### config.mk
export PLATFORM = sky130hd
export DESIGN_NAME = pipeline_hazard_ctrl
export DESIGN_NICKNAME = d
export VERILOG_FILES = /design/src/rtl/rv_pipe_pkg.sv /design/src/rtl/hz_load_use_cmp.sv /design/src/rtl/pipeline_hazard_ctrl.sv
export SDC_FILE = /design/constraint.sdc
export NUM_CORES = 1
export LEC_CHECK = 0
export ABC_AREA = 1
export BUFFER_PORTS_ARGS = -buffer_cell sky130_fd_sc_hd__buf_2
export CAP_MARGIN = 20
export CORE_AREA = 2 2 78 80
export CTS_BUF_LIST = sky130_fd_sc_hd__clkbuf_2
export DETAILED_ROUTE_END_ITERATION = 7
export DIE_AREA = 0 0 80 82
export PLACE_DENSITY = 0.7
export SYNTH_ARGS = -nofsm -noshare
export SYNTH_HDL_FRONTEND = slang
export SYNTH_SLANG_ARGS = --single-unit
### constraint.sdc
create_clock -name clk -period 2.6 [get_ports clk]
set_clock_uncertainty 0.05 [all_clocks]
set_input_delay 0 -clock clk [delete_from_list [all_inputs] [get_ports clk]]
set_output_delay 0 -clock clk [all_outputs]
set_load 0.02 [all_outputs]
### src/rtl/rv_pipe_pkg.sv
// rtl/rv_pipe_pkg.sv - shared pipeline hazard types and constants
// Purpose : hazard controller FSM state type and architectural constants.
package rv_pipe_pkg;

  typedef enum logic [1:0] {
    IDLE     = 2'd0,
    DIV_WAIT = 2'd1,
    DIV_DONE = 2'd2
  } hz_state_t;

  localparam logic [4:0] REG_X0 = 5'd0;

endpackage

### src/rtl/hz_load_use_cmp.sv
// rtl/hz_load_use_cmp.sv - load-use dependency compare
// Purpose : flags when the ID instruction reads the register a load in EXE writes.
// Ports   : id_rs1/id_rs2, id_uses_rs1/id_uses_rs2 - ID source operands
//           exe_rd, exe_wr_en, exe_is_load           - EXE destination info
//           hit                                      - load-use hazard present
module hz_load_use_cmp
  import rv_pipe_pkg::*;
(
  input  logic [4:0] id_rs1,
  input  logic [4:0] id_rs2,
  input  logic       id_uses_rs1,
  input  logic       id_uses_rs2,
  input  logic [4:0] exe_rd,
  input  logic       exe_wr_en,
  input  logic       exe_is_load,
  output logic       hit
);

  logic w_rs1_match;
  logic w_rs2_match;
  logic w_producer;

  assign w_rs1_match = id_uses_rs1 && (id_rs1 == exe_rd);
  assign w_rs2_match = id_uses_rs2 && (id_rs2 == exe_rd);
  // x0 is never a real producer, so a load targeting it cannot cause a hazard.
  assign w_producer  = exe_is_load && exe_wr_en && (exe_rd != REG_X0);
  assign hit         = w_producer && (w_rs1_match || w_rs2_match);

endmodule

### src/rtl/pipeline_hazard_ctrl.sv
// rtl/pipeline_hazard_ctrl.sv - pipeline register enable/flush controller
// Purpose : drives en/flush of IF/ID, ID/EXE, EXE/MEM, MEM/WB and PC enable for
//           load-use stalls, EXE redirects, multicycle divides and memory freezes;
//           keeps a saturating stall-cycle counter.
// Ports   : clk, nrst (sync active-low)
//           id_*        - ID operand usage;  exe_*  - EXE instruction info
//           mem_stall   - global freeze
//           pc_en, *_en, *_flush - pipeline register controls
//           div_start   - divider start pulse; div_busy - divide in progress
//           stall_cnt   - saturating count of cycles with pc_en low
module pipeline_hazard_ctrl
  import rv_pipe_pkg::*;
#(
  parameter int DIV_LAT = 32,
  parameter int CNT_W   = $clog2(DIV_LAT + 1),
  parameter int PERF_W  = 32
)(
  input  logic              clk,
  input  logic              nrst,
  input  logic [4:0]        id_rs1,
  input  logic [4:0]        id_rs2,
  input  logic              id_uses_rs1,
  input  logic              id_uses_rs2,
  input  logic [4:0]        exe_rd,
  input  logic              exe_wr_en,
  input  logic              exe_is_load,
  input  logic              exe_is_div,
  input  logic              exe_redirect,
  input  logic              mem_stall,
  output logic              pc_en,
  output logic              if_id_en,
  output logic              if_id_flush,
  output logic              id_exe_en,
  output logic              id_exe_flush,
  output logic              exe_mem_en,
  output logic              exe_mem_flush,
  output logic              mem_wb_en,
  output logic              div_start,
  output logic              div_busy,
  output logic [PERF_W-1:0] stall_cnt
);

  // Remaining DIV_WAIT cycles, including the current one. The entry cycle is the
  // first stalled cycle, so DIV_WAIT lasts DIV_LAT-2 cycles and DIV_DONE one more,
  // giving DIV_LAT cycles in EXE overall.
  localparam logic [CNT_W-1:0] DIV_LOAD = CNT_W'(DIV_LAT - 2);

  hz_state_t         r_state;
  hz_state_t         w_state_nxt;
  logic [CNT_W-1:0]  r_div_cnt;
  logic [CNT_W-1:0]  w_div_cnt_nxt;
  logic [PERF_W-1:0] r_stall_cnt;
  logic              w_load_use;

  hz_load_use_cmp u_cmp (
    .id_rs1      (id_rs1),
    .id_rs2      (id_rs2),
    .id_uses_rs1 (id_uses_rs1),
    .id_uses_rs2 (id_uses_rs2),
    .exe_rd      (exe_rd),
    .exe_wr_en   (exe_wr_en),
    .exe_is_load (exe_is_load),
    .hit         (w_load_use)
  );

  always_ff @(posedge clk) begin
    if (!nrst) begin
      r_state     <= IDLE;
      r_div_cnt   <= '0;
      r_stall_cnt <= '0;
    end else begin
      r_state   <= w_state_nxt;
      r_div_cnt <= w_div_cnt_nxt;
      if (!pc_en && (r_stall_cnt != {PERF_W{1'b1}}))
        r_stall_cnt <= r_stall_cnt + PERF_W'(1);
    end
  end

  always_comb begin
    pc_en         = 1'b1;
    if_id_en      = 1'b1;
    if_id_flush   = 1'b0;
    id_exe_en     = 1'b1;
    id_exe_flush  = 1'b0;
    exe_mem_en    = 1'b1;
    exe_mem_flush = 1'b0;
    mem_wb_en     = 1'b1;
    div_start     = 1'b0;
    w_state_nxt   = r_state;
    w_div_cnt_nxt = r_div_cnt;

    if (!nrst) begin
      // Reset: pass-through defaults; registers clear on the edge.
    end else if (mem_stall) begin
      // Freeze everything; state and counter hold, so a pending div_start
      // fires on the first unstalled cycle.
      pc_en      = 1'b0;
      if_id_en   = 1'b0;
      id_exe_en  = 1'b0;
      exe_mem_en = 1'b0;
      mem_wb_en  = 1'b0;
    end else begin
      unique case (r_state)
        IDLE: begin
          if (exe_is_div) begin
            div_start     = 1'b1;
            pc_en         = 1'b0;
            if_id_en      = 1'b0;
            id_exe_en     = 1'b0;
            exe_mem_flush = 1'b1;
            w_div_cnt_nxt = DIV_LOAD;
            w_state_nxt   = (DIV_LAT == 2) ? DIV_DONE : DIV_WAIT;
          end else if (exe_redirect) begin
            if_id_flush  = 1'b1;
            id_exe_flush = 1'b1;
          end else if (w_load_use) begin
            pc_en        = 1'b0;
            if_id_en     = 1'b0;
            id_exe_flush = 1'b1;
          end
        end
        DIV_WAIT: begin
          pc_en         = 1'b0;
          if_id_en      = 1'b0;
          id_exe_en     = 1'b0;
          exe_mem_flush = 1'b1;
          if (r_div_cnt != '0)
            w_div_cnt_nxt = r_div_cnt - CNT_W'(1);
          if (r_div_cnt <= CNT_W'(1))
            w_state_nxt = DIV_DONE;
        end
        DIV_DONE: begin
          // Let the result advance; exe_is_div still shows the finishing op.
          w_state_nxt = IDLE;
        end
        default: begin
          w_state_nxt = IDLE;
        end
      endcase
    end
  end

  assign div_busy  = nrst && (r_state == DIV_WAIT);
  assign stall_cnt = r_stall_cnt;

  // A redirect cannot come from a div, so both together means a decode bug.
  always_ff @(posedge clk) begin
    if (nrst)
      assert (!(exe_redirect && exe_is_div));
  end

endmodule

==> implementation parameters, run 1 <==
Parameter                              Value

Yosys
  Gate count of the mapped netlist ... 428
  Number of distinct library cell variants in the gate-level netlist after synthesis ... 28
  Synthesized area divided by synthesized cell count ... 6.42 um2
  Count of warnings emitted by yosys ... 0
  Mapped Nets ... 455
  Synth Cell Area ... 2750 um2
  Share of synthesized area occupied by flip-flops and latches ... 29.2%
  Post-synthesis register bit count ... 40

Placed design
  Worst setup slack after placement ... 0.602 ns
  RD Place Congestion ... 0.945
  IO Port Bufs ... 65
  Cell area after placement ... 3080 um2
  HPWL after detailed placement ... 5.26 mm

Clock tree
  Clock tree from TritonCTS ... built
  Post-CTS setup-driven buffer insertion count ... 0
  Clk Latency, worst-skew pair ... 0.41 ns
  Root Buffer ... clkbuf_2
  Sinks on Clock Net ... 40
  Number of hold buffers added after cts ... 2
  Post-CTS resize count ... 0
  Max H-tree Level ... 2
  Clock Pin Slew Worst Setup and Hold Paths ... 0.19 ns
  Maximum clock insertion buffer count ... 2
  CTS Buf Count ... 5

Floorplan
  Die area ... 6560 um2
  I/O pins ... 66
  Effective utilization at floorplan ... 47.8%
  Die span in y ... 82 um
  Row count ... 28
  Die Width ... 80 um
  Core area ... 5750 um2

Layout
  Top library cells by usage in the layout, fill and taps aside ... nand2_1 (124), buf_2 (65), nor2_1 (48)
  NumNets Final ... 516
  Most common cell after layout, fill and taps aside ... nand2_1
  Sequential cell area in the final layout ... 801 um2
  Ratio of cells with drive above 1 in the final layout ... 18.2%
  Number of filler cells placed in the layout ... 646
  Final cell area excluding filler cells ... 3140 um2
  Footprint of the multi-input gates ... 1690 um2
  Relative area change from synthesis to final layout ... 14.3%
  Number of diodes ... 0

Critical path
  Beginning of the worst register-to-register path ... stall_cnt[1]
  Maximum fanout encountered on the critical timing path ... 20
  Type of origin of the critical path ... register
  Critical-path cell with the highest stage delay ... dfxtp_1
  Endpoint class of the critical path ... output pin
  CP Launch Point ... r_state[1]
  Count of cells along the worst register-to-register path ... 9
  Cells traversed along the worst timing path ... nor2_1 > nand2_2 > inv_1 > nand2_1 > nand2_1 > nand2_2 > buf_4 > inv_1 > buf_2
  Arrival time worst endpoint ... 2.04 ns
  Critical Path Max Stage Delay ... 0.48 ns
  FF-to-FF End ... stall_cnt[2]
  Start-to-end type of the worst setup path ... reg -> out
  Worst Path Required ... 2.55 ns
  Worst reg-to-reg setup slack ... 0.57 ns

Hold path
  Instance count along the most critical hold path ... 7
  Class of the worst hold path ... in -> reg
  Hold Crit Start ... exe_is_div
  Hold path endpoint ... r_state[1]

Status
  Run status ... completed

Routing
  DRC errors left ... 0
  Via density per instance ... 5.10
  Wire length after detailed routing ... 6.86 mm
  Antenna-violating nets left ... 0
  Total number of vias ... 2879
  1st-iter DRT viols ... 178
  Number of search-and-repair iterations in the first detailed-routing pass ... 4
  Post-DR wirelength/cell ... 12.1 um

Global routing
  Number of global-route vias before repair ... 2722
  Initial antenna violation count ... 0
  Overflow left after global routing ... 0
  First-pass GRT wire length ... 11.9 mm
  Largest net degree at the start of global routing ... 41
  Global Route Usage Sum ... 22.6%

STA
  Number of failing setup endpoints in the final timing report ... 0
  FMAX ... 479 MHz
  Final setup TNS ... 0 ns
  Fin. max-slew vios ... 0
  Tightest hold margin ... 0.0639 ns
  RSZ-0062 raised after global routing ... false
  Final setup margin ... 0.514 ns
  Number of hold violations in the final report ... 0
  Period utilisation layout ... 80.2%
  Max-slew headroom at the worst pin ... 72.4%
  Worst-Margin Slew ... 0.414 ns
  Time the worst path needs with I/O delays and setup ... 2.09 ns

Power
  Lkg Pwr ... 1.39 nW
  Pwr Density ... 362 nW/um2
  Peak supply drop ... 0.241 mV

Job
  Max-capacitance violation count ... 0
## flip-flops by register name, summed over array words and instances (netlist names)
register and count:
stall_cnt 32, r_state 2, r_div_cnt 6
## synthesized netlist by cell type
cell | count | area [um2]
nor4_4 | 1 | 21.3
xnor2_1 | 10 | 87.6
ha_1 | 3 | 37.5
buf_4 | 6 | 45.0
nor3_1 | 14 | 70.1
nand3_4 | 1 | 17.5
nand4_1 | 11 | 68.8
nor2_1 | 48 | 180
nand2_2 | 3 | 18.8
a311oi_1 | 1 | 8.76
nand2_4 | 1 | 11.3
nor3_2 | 2 | 20.0
xor2_1 | 22 | 193
inv_2 | 2 | 7.51
a31oi_1 | 2 | 12.5
nor2_4 | 1 | 11.3
nand4_4 | 1 | 21.3
nor2_2 | 2 | 12.5
buf_2 | 2 | 10.0
clkbuf_1 | 5 | 18.8
inv_1 | 38 | 143
a21oi_1 | 37 | 185
nand3_1 | 42 | 210
dfxtp_1 | 40 | 801
nand2_1 | 124 | 465
nor3b_1 | 2 | 15.0
o21ai_0 | 4 | 20.0
buf_6 | 3 | 33.8
## power breakdown
group / leakage (nW) / total [mW] / switching, mW / internal (mW)
Clock: 0.0302 / 0.273 / 0.213 / 0.0603
Combinational: 1.03 / 0.214 / 0.141 / 0.0732
Sequential: 0.324 / 0.649 / 0.0178 / 0.631
## worst max-delay path, delay by kind of cell (launching register included)
family	cells	cell delay (ns)
AND/OR/NAND/NOR	5	0.60
buffers and inverters	4	0.54
flip-flops	1	0.48
## layer usage
layer | track usage, % | wire [um] | vias up
li1 | - | - | 1497
met1 | 27.6 | 3040 | 1272
met2 | 39.8 | 3280 | 96
met3 | 4.40 | 419 | 14
met4 | 7.29 | 118 | 0
met5 | 0 | 0 | -
## layout make-up
cell class,instances,area share (%)
Clock buffer,5,0.797
Clock inverter,3,0.438
Inverter,40,4.78
Multi-Input combinational cell,332,53.8
Sequential cell,40,25.5
Tap cell,75,2.99
Timing Repair Buffer,70,11.7
## logic make-up after synthesis
family	count (synthesis)	share of synthesized area, %
AOI/OAI and AO/OA	44	8.25
xor gates and xnor gates	32	10.2
adders and majority gates	3	1.37
buffers and inverters	56	9.39
DFF	40	29.2
and+or+nand+nor	253	41.6
## stage by stage
stage / total power [mW] / utilization, % / std cells
after floorplan: 0.826 / - / 428
after global placement: 0.870 / 53.6 / 555
after detailed placement: 0.874 / 53.6 / 555
after CTS: 1.15 / 54.6 / 565
after global routing: 1.21 / 54.6 / 565
final: 1.14 / 54.6 / 565
## worst max-delay path by stage
stage               endpoint  slack, ns
2_1_floorplan  stall_cnt[14]       0.70
3_3_place_gp   stall_cnt[28]       0.73
3_5_place_dp   stall_cnt[23]       0.60
4_1_cts             if_id_en       0.48
5_1_grt                pc_en       0.30
6_report            if_id_en       0.51
(Power assumes the default switching activity.)
==> run 2: changes to the inputs <==
==> constraint.sdc (replaced) <==
create_clock -name clk -period 2 [get_ports clk]
set_clock_uncertainty 0.05 [all_clocks]
set_input_delay 0 -clock clk [delete_from_list [all_inputs] [get_ports clk]]
set_output_delay 0 -clock clk [all_outputs]
set_load 0.02 [all_outputs]
==> implementation parameters, run 2 (synthesized netlist as in run 1, its figures left out) <==
Parameter                              Value

Status
  Run status ... completed

Global routing
  Largest net degree at the start of global routing ... 41
  Number of global-route vias before repair ... 2617
  Global Route Usage Sum ... 22.5%
  Overflow left after global routing ... 0
  First-pass GRT wire length ... 11.6 mm
  Initial antenna violation count ... 0

Clock tree
  CTS Buf Count ... 5
  Clk Latency, worst-skew pair ... 0.42 ns
  Root Buffer ... clkbuf_2
  Max H-tree Level ... 2
  Maximum clock insertion buffer count ... 2
  Sinks on Clock Net ... 40
  Clock Pin Slew Worst Setup and Hold Paths ... 0.24 ns
  Clock tree from TritonCTS ... built

Placed design
  Worst setup slack after placement ... 0.163 ns
  HPWL after detailed placement ... 5.56 mm
  RD Place Congestion ... 0.916
  IO Port Bufs ... 65

STA
  Number of hold violations in the final report ... 0
  Number of failing setup endpoints in the final timing report ... 0
  Tightest hold margin ... 0.0504 ns
  Time the worst path needs with I/O delays and setup ... 1.88 ns
  Final setup TNS ... 0 ns
  Max-slew headroom at the worst pin ... 72.7%
  RSZ-0062 raised after global routing ... false
  Worst-Margin Slew ... 0.406 ns
  FMAX ... 531 MHz
  Period utilisation layout ... 94.1%
  Fin. max-slew vios ... 0
  Final setup margin ... 0.117 ns

Layout
  Ratio of cells with drive above 1 in the final layout ... 22.1%
  NumNets Final ... 532
  Most common cell after layout, fill and taps aside ... nand2_1
  Number of diodes ... 0
  Footprint of the multi-input gates ... 1720 um2
  Flip-flop count of the largest register after layout ... 32
  Top library cells by usage in the layout, fill and taps aside ... nand2_1 (124), buf_2 (65), nor2_1 (46)
  Relative area change from synthesis to final layout ... 21.2%
  Number of filler cells placed in the layout ... 604
  Sequential cell area in the final layout ... 806 um2

Power
  Lkg Pwr ... 1.49 nW
  Combinational cell fraction of total power ... 18.1%
  Pwr Total ... 1.66 mW
  Switching power as a share of total power ... 31.0%
  Pwr Density ... 497 nW/um2
  Sequential fraction of design power ... 50.7%
  Internal power ... 1.14 mW
  P_sw ... 0.513 mW
  Peak supply drop ... 0.360 mV
  Portion of total power attributed to the clock network ... 31.2%

Floorplan
  I/O pins ... 66
  Die Width ... 80 um
  Core area ... 5750 um2
  Die span in y ... 82 um
  Die area ... 6560 um2
  Effective utilization at floorplan ... 47.8%
  Row count ... 28

Job
  Max-capacitance violation count ... 0

Critical path
  Cells traversed along the worst timing path ... nand2_1 > nor2_1 > nand4_1 > nor3_1 > xor2_1 > nand3_1 > a21oi_1
  FF-to-FF End ... stall_cnt[23]
  Worst Path Required ... 2.31 ns
  Maximum fanout encountered on the critical timing path ... 5
  Worst reg-to-reg setup slack ... 0.12 ns
  Critical Path Max Stage Delay ... 0.46 ns
  Endpoint class of the critical path ... register
  Arrival time worst endpoint ... 2.20 ns
  Critical-path cell with the highest stage delay ... dfxtp_1
  Beginning of the worst register-to-register path ... stall_cnt[3]
  Type of origin of the critical path ... register
  Start-to-end type of the worst setup path ... reg -> reg
  Count of cells along the worst register-to-register path ... 7

Hold path
  Hold path endpoint ... r_state[1]
  Class of the worst hold path ... in -> reg
  Hold Crit Start ... exe_is_div
  Instance count along the most critical hold path ... 7

Routing
  1st-iter DRT viols ... 104
  Number of search-and-repair iterations in the first detailed-routing pass ... 4
  Wire length after detailed routing ... 7.11 mm
  Via density per instance ... 5.07
  Antenna-violating nets left ... 0
  Total number of vias ... 2946
  DRC errors left ... 0
  Post-DR wirelength/cell ... 12.2 um
-- run 2: changes by cell type in the layout (fill, tap and decap cells not counted), moves of 2 or more --
cell | previous run | this run
clkinv_2 | 2 | 0
nor2_1 | 48 | 46
buf_4 | 3 | 18
dfxtp_1 | 40 | 38
nor2_2 | 2 | 4
-- run 2: repair_timing --
item | 4_1_cts | 5_1_grt
endpoints found under the setup margin | 0 | 9
hold buffers | 2 | 0
buffers inserted | 0 | 0
resized for setup | 0 | 10
endpoints found under the hold margin | 3 | 0
-- run 2: layout make-up --
class                           count  area share [%]
Sequential cell                    40            24.2
Clock inverter                      3            1.39
Multi-Input combinational cell    332            51.6
Clock buffer                        5           0.752
Tap cell                           75            2.82
Timing Repair Buffer               86            14.8
Inverter                           40            4.51
-- run 2: worst max-delay path: cells and delay by family, from the launching register on --
family          cells  cell delay, ns
compound gates      1            0.14
xor+xnor            1            0.18
flops               1            0.46
simple gates        5            1.04
-- run 2: worst max path at each step --
stage                               end  cells past startpoint          start
after floorplan           stall_cnt[14]                      9   stall_cnt[1]
after global placement    stall_cnt[31]                      8   stall_cnt[4]
after detailed placement  stall_cnt[24]                      8   stall_cnt[0]
after CTS                         pc_en                      9     r_state[1]
after global routing      stall_cnt[17]                      7  stall_cnt[11]
final                     stall_cnt[23]                      7   stall_cnt[3]
-- run 2: layer usage --
layer	global-route usage, %	wire length (um)
met2	39.0	3430
met1	27.2	3150
met5	0	0
met4	8.98	186
met3	4.84	343
-- run 2: power groups by stage --
stage / sequential (mW) / clock [mW] / combinational (mW)
final: 0.840 / 0.516 / 0.300
after global routing: 0.844 / 0.556 / 0.339
after CTS: 0.841 / 0.533 / 0.295
after detailed placement: 0.855 / 0 / 0.292
after global placement: 0.855 / 0 / 0.288
after floorplan: 0.860 / 0 / 0.213
-- run 2: per-stage QoR --
step	utilization (%)	cell area (um2)	cells
after floorplan	-	2750	428
after global placement	55.7	3200	571
after detailed placement	55.7	3200	571
after CTS	57.3	3290	581
after global routing	57.9	3330	581
final	57.9	3330	581
==> run 3: changes to the inputs <==
--- a/config.mk
+++ b/config.mk
@@ -10,9 +10,10 @@
 export CAP_MARGIN = 20
 export CORE_AREA = 2 2 78 80
 export CTS_BUF_LIST = sky130_fd_sc_hd__clkbuf_2
+export CTS_CLUSTER_SIZE = 16
 export DETAILED_ROUTE_END_ITERATION = 7
 export DIE_AREA = 0 0 80 82
-export PLACE_DENSITY = 0.7
+export PLACE_DENSITY = 0.79
 export SYNTH_ARGS = -nofsm -noshare
 export SYNTH_HDL_FRONTEND = slang
 export SYNTH_SLANG_ARGS = --single-unit
==> implementation parameters, run 3 (synthesized netlist as in run 1, its figures left out) <==
Parameter                              Value

Status
  Run status ... finished, violations left
  Failing checks ... design-rule violations

Routing
  Antenna-violating nets left ... 0
  Via density per instance ... 5.21
  Wire length after detailed routing ... 7.41 mm
  Post-DR wirelength/cell ... 12.9 um
  1st-iter DRT viols ... 233
  Number of search-and-repair iterations in the first detailed-routing pass ... 8
  Total number of vias ... 2989
  DRC errors left ... 4

Floorplan
  Effective utilization at floorplan ... 47.8%
  I/O pins ... 66
  Die area ... 6560 um2
  Die Width ... 80 um
  Row count ... 28
  Die span in y ... 82 um
  Core area ... 5750 um2

Hold path
  Class of the worst hold path ... in -> reg
  Hold Crit Start ... exe_is_div

Power
  Peak supply drop ... 0.392 mV
  Pwr Density ... 499 nW/um2
  Lkg Pwr ... 1.45 nW
  Pwr Total ... 1.63 mW

Layout
  Flip-flop count of the largest register after layout ... 32
  Relative area change from synthesis to final layout ... 18.8%
  Number of diodes ... 0
  Top library cells by usage in the layout, fill and taps aside ... nand2_1 (124), buf_2 (65), nor2_1 (46)
  Number of standard cells in the final layout excluding fillers ... 574
  Number of filler cells placed in the layout ... 606
  Most common cell after layout, fill and taps aside ... nand2_1
  Ratio of cells with drive above 1 in the final layout ... 20.8%
  NumNets Final ... 525

STA
  Tightest hold margin ... 0.0919 ns
  Number of hold violations in the final report ... 0
  Period utilisation layout ... 93.2%
  Max-slew headroom at the worst pin ... 71.9%
  Worst-Margin Slew ... 0.421 ns
  Number of failing setup endpoints in the final timing report ... 0
  Time the worst path needs with I/O delays and setup ... 1.86 ns
  RSZ-0062 raised after global routing ... true
  FMAX ... 537 MHz
  Fin. max-slew vios ... 0

Clock tree
  Clock tree from TritonCTS ... built
  CTS Buf Count ... 5
  Max H-tree Level ... 2
  Sinks on Clock Net ... 40
  Clk Latency, worst-skew pair ... 0.40 ns
  Root Buffer ... clkbuf_2
  Maximum clock insertion buffer count ... 2
  Clock Pin Slew Worst Setup and Hold Paths ... 0.21 ns

Critical path
  CP Launch Point ... stall_cnt[2]
  Arrival time worst endpoint ... 2.16 ns
  Start-to-end type of the worst setup path ... reg -> reg
  Type of origin of the critical path ... register
  Beginning of the worst register-to-register path ... stall_cnt[2]
  Maximum fanout encountered on the critical timing path ... 8
  Worst Path Required ... 2.30 ns
  Endpoint class of the critical path ... register

Placed design
  HPWL after detailed placement ... 5.71 mm
  IO Port Bufs ... 65
  RD Place Congestion ... 0.950
  Number of instances in the placed design ... 564

Global routing
  Overflow left after global routing ... 0
  First-pass GRT wire length ... 12.7 mm
  Global Route Usage Sum ... 24.2%
  Initial antenna violation count ... 0
  Number of global-route vias before repair ... 2773
  Largest net degree at the start of global routing ... 41

Job
  Max-capacitance violation count ... 0
run 3: changes by cell type in the layout (fill, tap and decap cells not counted):
cell	delta
buf_4	-7
buf_6	-1
buf_8	+1
clkbuf_2	+1
clkinv_2	+1
clkinvlp_4	-1
dfxtp_2	+1
dfxtp_4	-1
inv_6	-1
nand2_2	+1
nand2_4	-1
nor3b_1	+1
nor3b_2	-1
run 3: worst paths after layout:
path                    to  cells past startpoint  slack (ns)
max          stall_cnt[30]                      8        0.14
min             r_state[1]                      7        0.09
max reg2reg  stall_cnt[30]                      8        0.14
min reg2reg   r_div_cnt[1]                      2        0.46
run 3: cell type report:
cell class / count / area (um2) / area share [%]
inverters: 40 / 150 / 4.60
clock buffers: 6 / 30.0 / 0.921
repair buffers: 79 / 443 / 13.6
well taps: 75 / 93.8 / 2.88
flip-flops and latches: 40 / 803 / 24.6
clock inverters: 2 / 35.0 / 1.07
multi-input cells: 332 / 1710 / 52.3
run 3: metrics by stage:
stage               TNS (ns)  cell area, um2  setup slack, ns  util [%]
floorplan                  0            2750           0.0957         -
global placement           0            3150            0.190      54.8
detailed placement         0            3150            0.150      54.8
CTS                        0            3240           0.0779      56.3
global route         -0.0394            3260          -0.0376      56.8
finish                     0            3260            0.137      56.8
run 3: timing repair:
item / in CTS / in global routing
hold buffers: 2 / 0
endpoints found under the hold margin: 3 / 0
pin swaps: 0 / 1
gates resized for setup: 1 / 7
buffers inserted: 0 / 0
setup endpoints to repair: 1 / 33
run 3: metal layers:
metal	wire (um)	share of wire, %	up-vias	GRT usage, %
met2	3550	48	101	40.9
met3	424	5.7	13	4.40
met1	3360	45	1362	32.7
li1	-	-	1513	-
met4	81	1.1	0	4.58
met5	0	0	-	0
run 3: power by group:
group          total, mW  internal, mW  switching, mW  leakage (nW)
combinational      0.299         0.106          0.192          1.09
clock              0.489         0.215          0.274        0.0430
sequential         0.841         0.821         0.0208         0.325
run 3: worst max-delay path, stage by stage (launching register included):
cell	delay (ns)
dfxtp_1	0.52
nand2_1	0.10
nor2_1	0.19
nand2_1	0.15
nor2_1	0.27
nand2_1	0.13
xnor2_1	0.15
nand3_1	0.09
a21oi_1	0.17
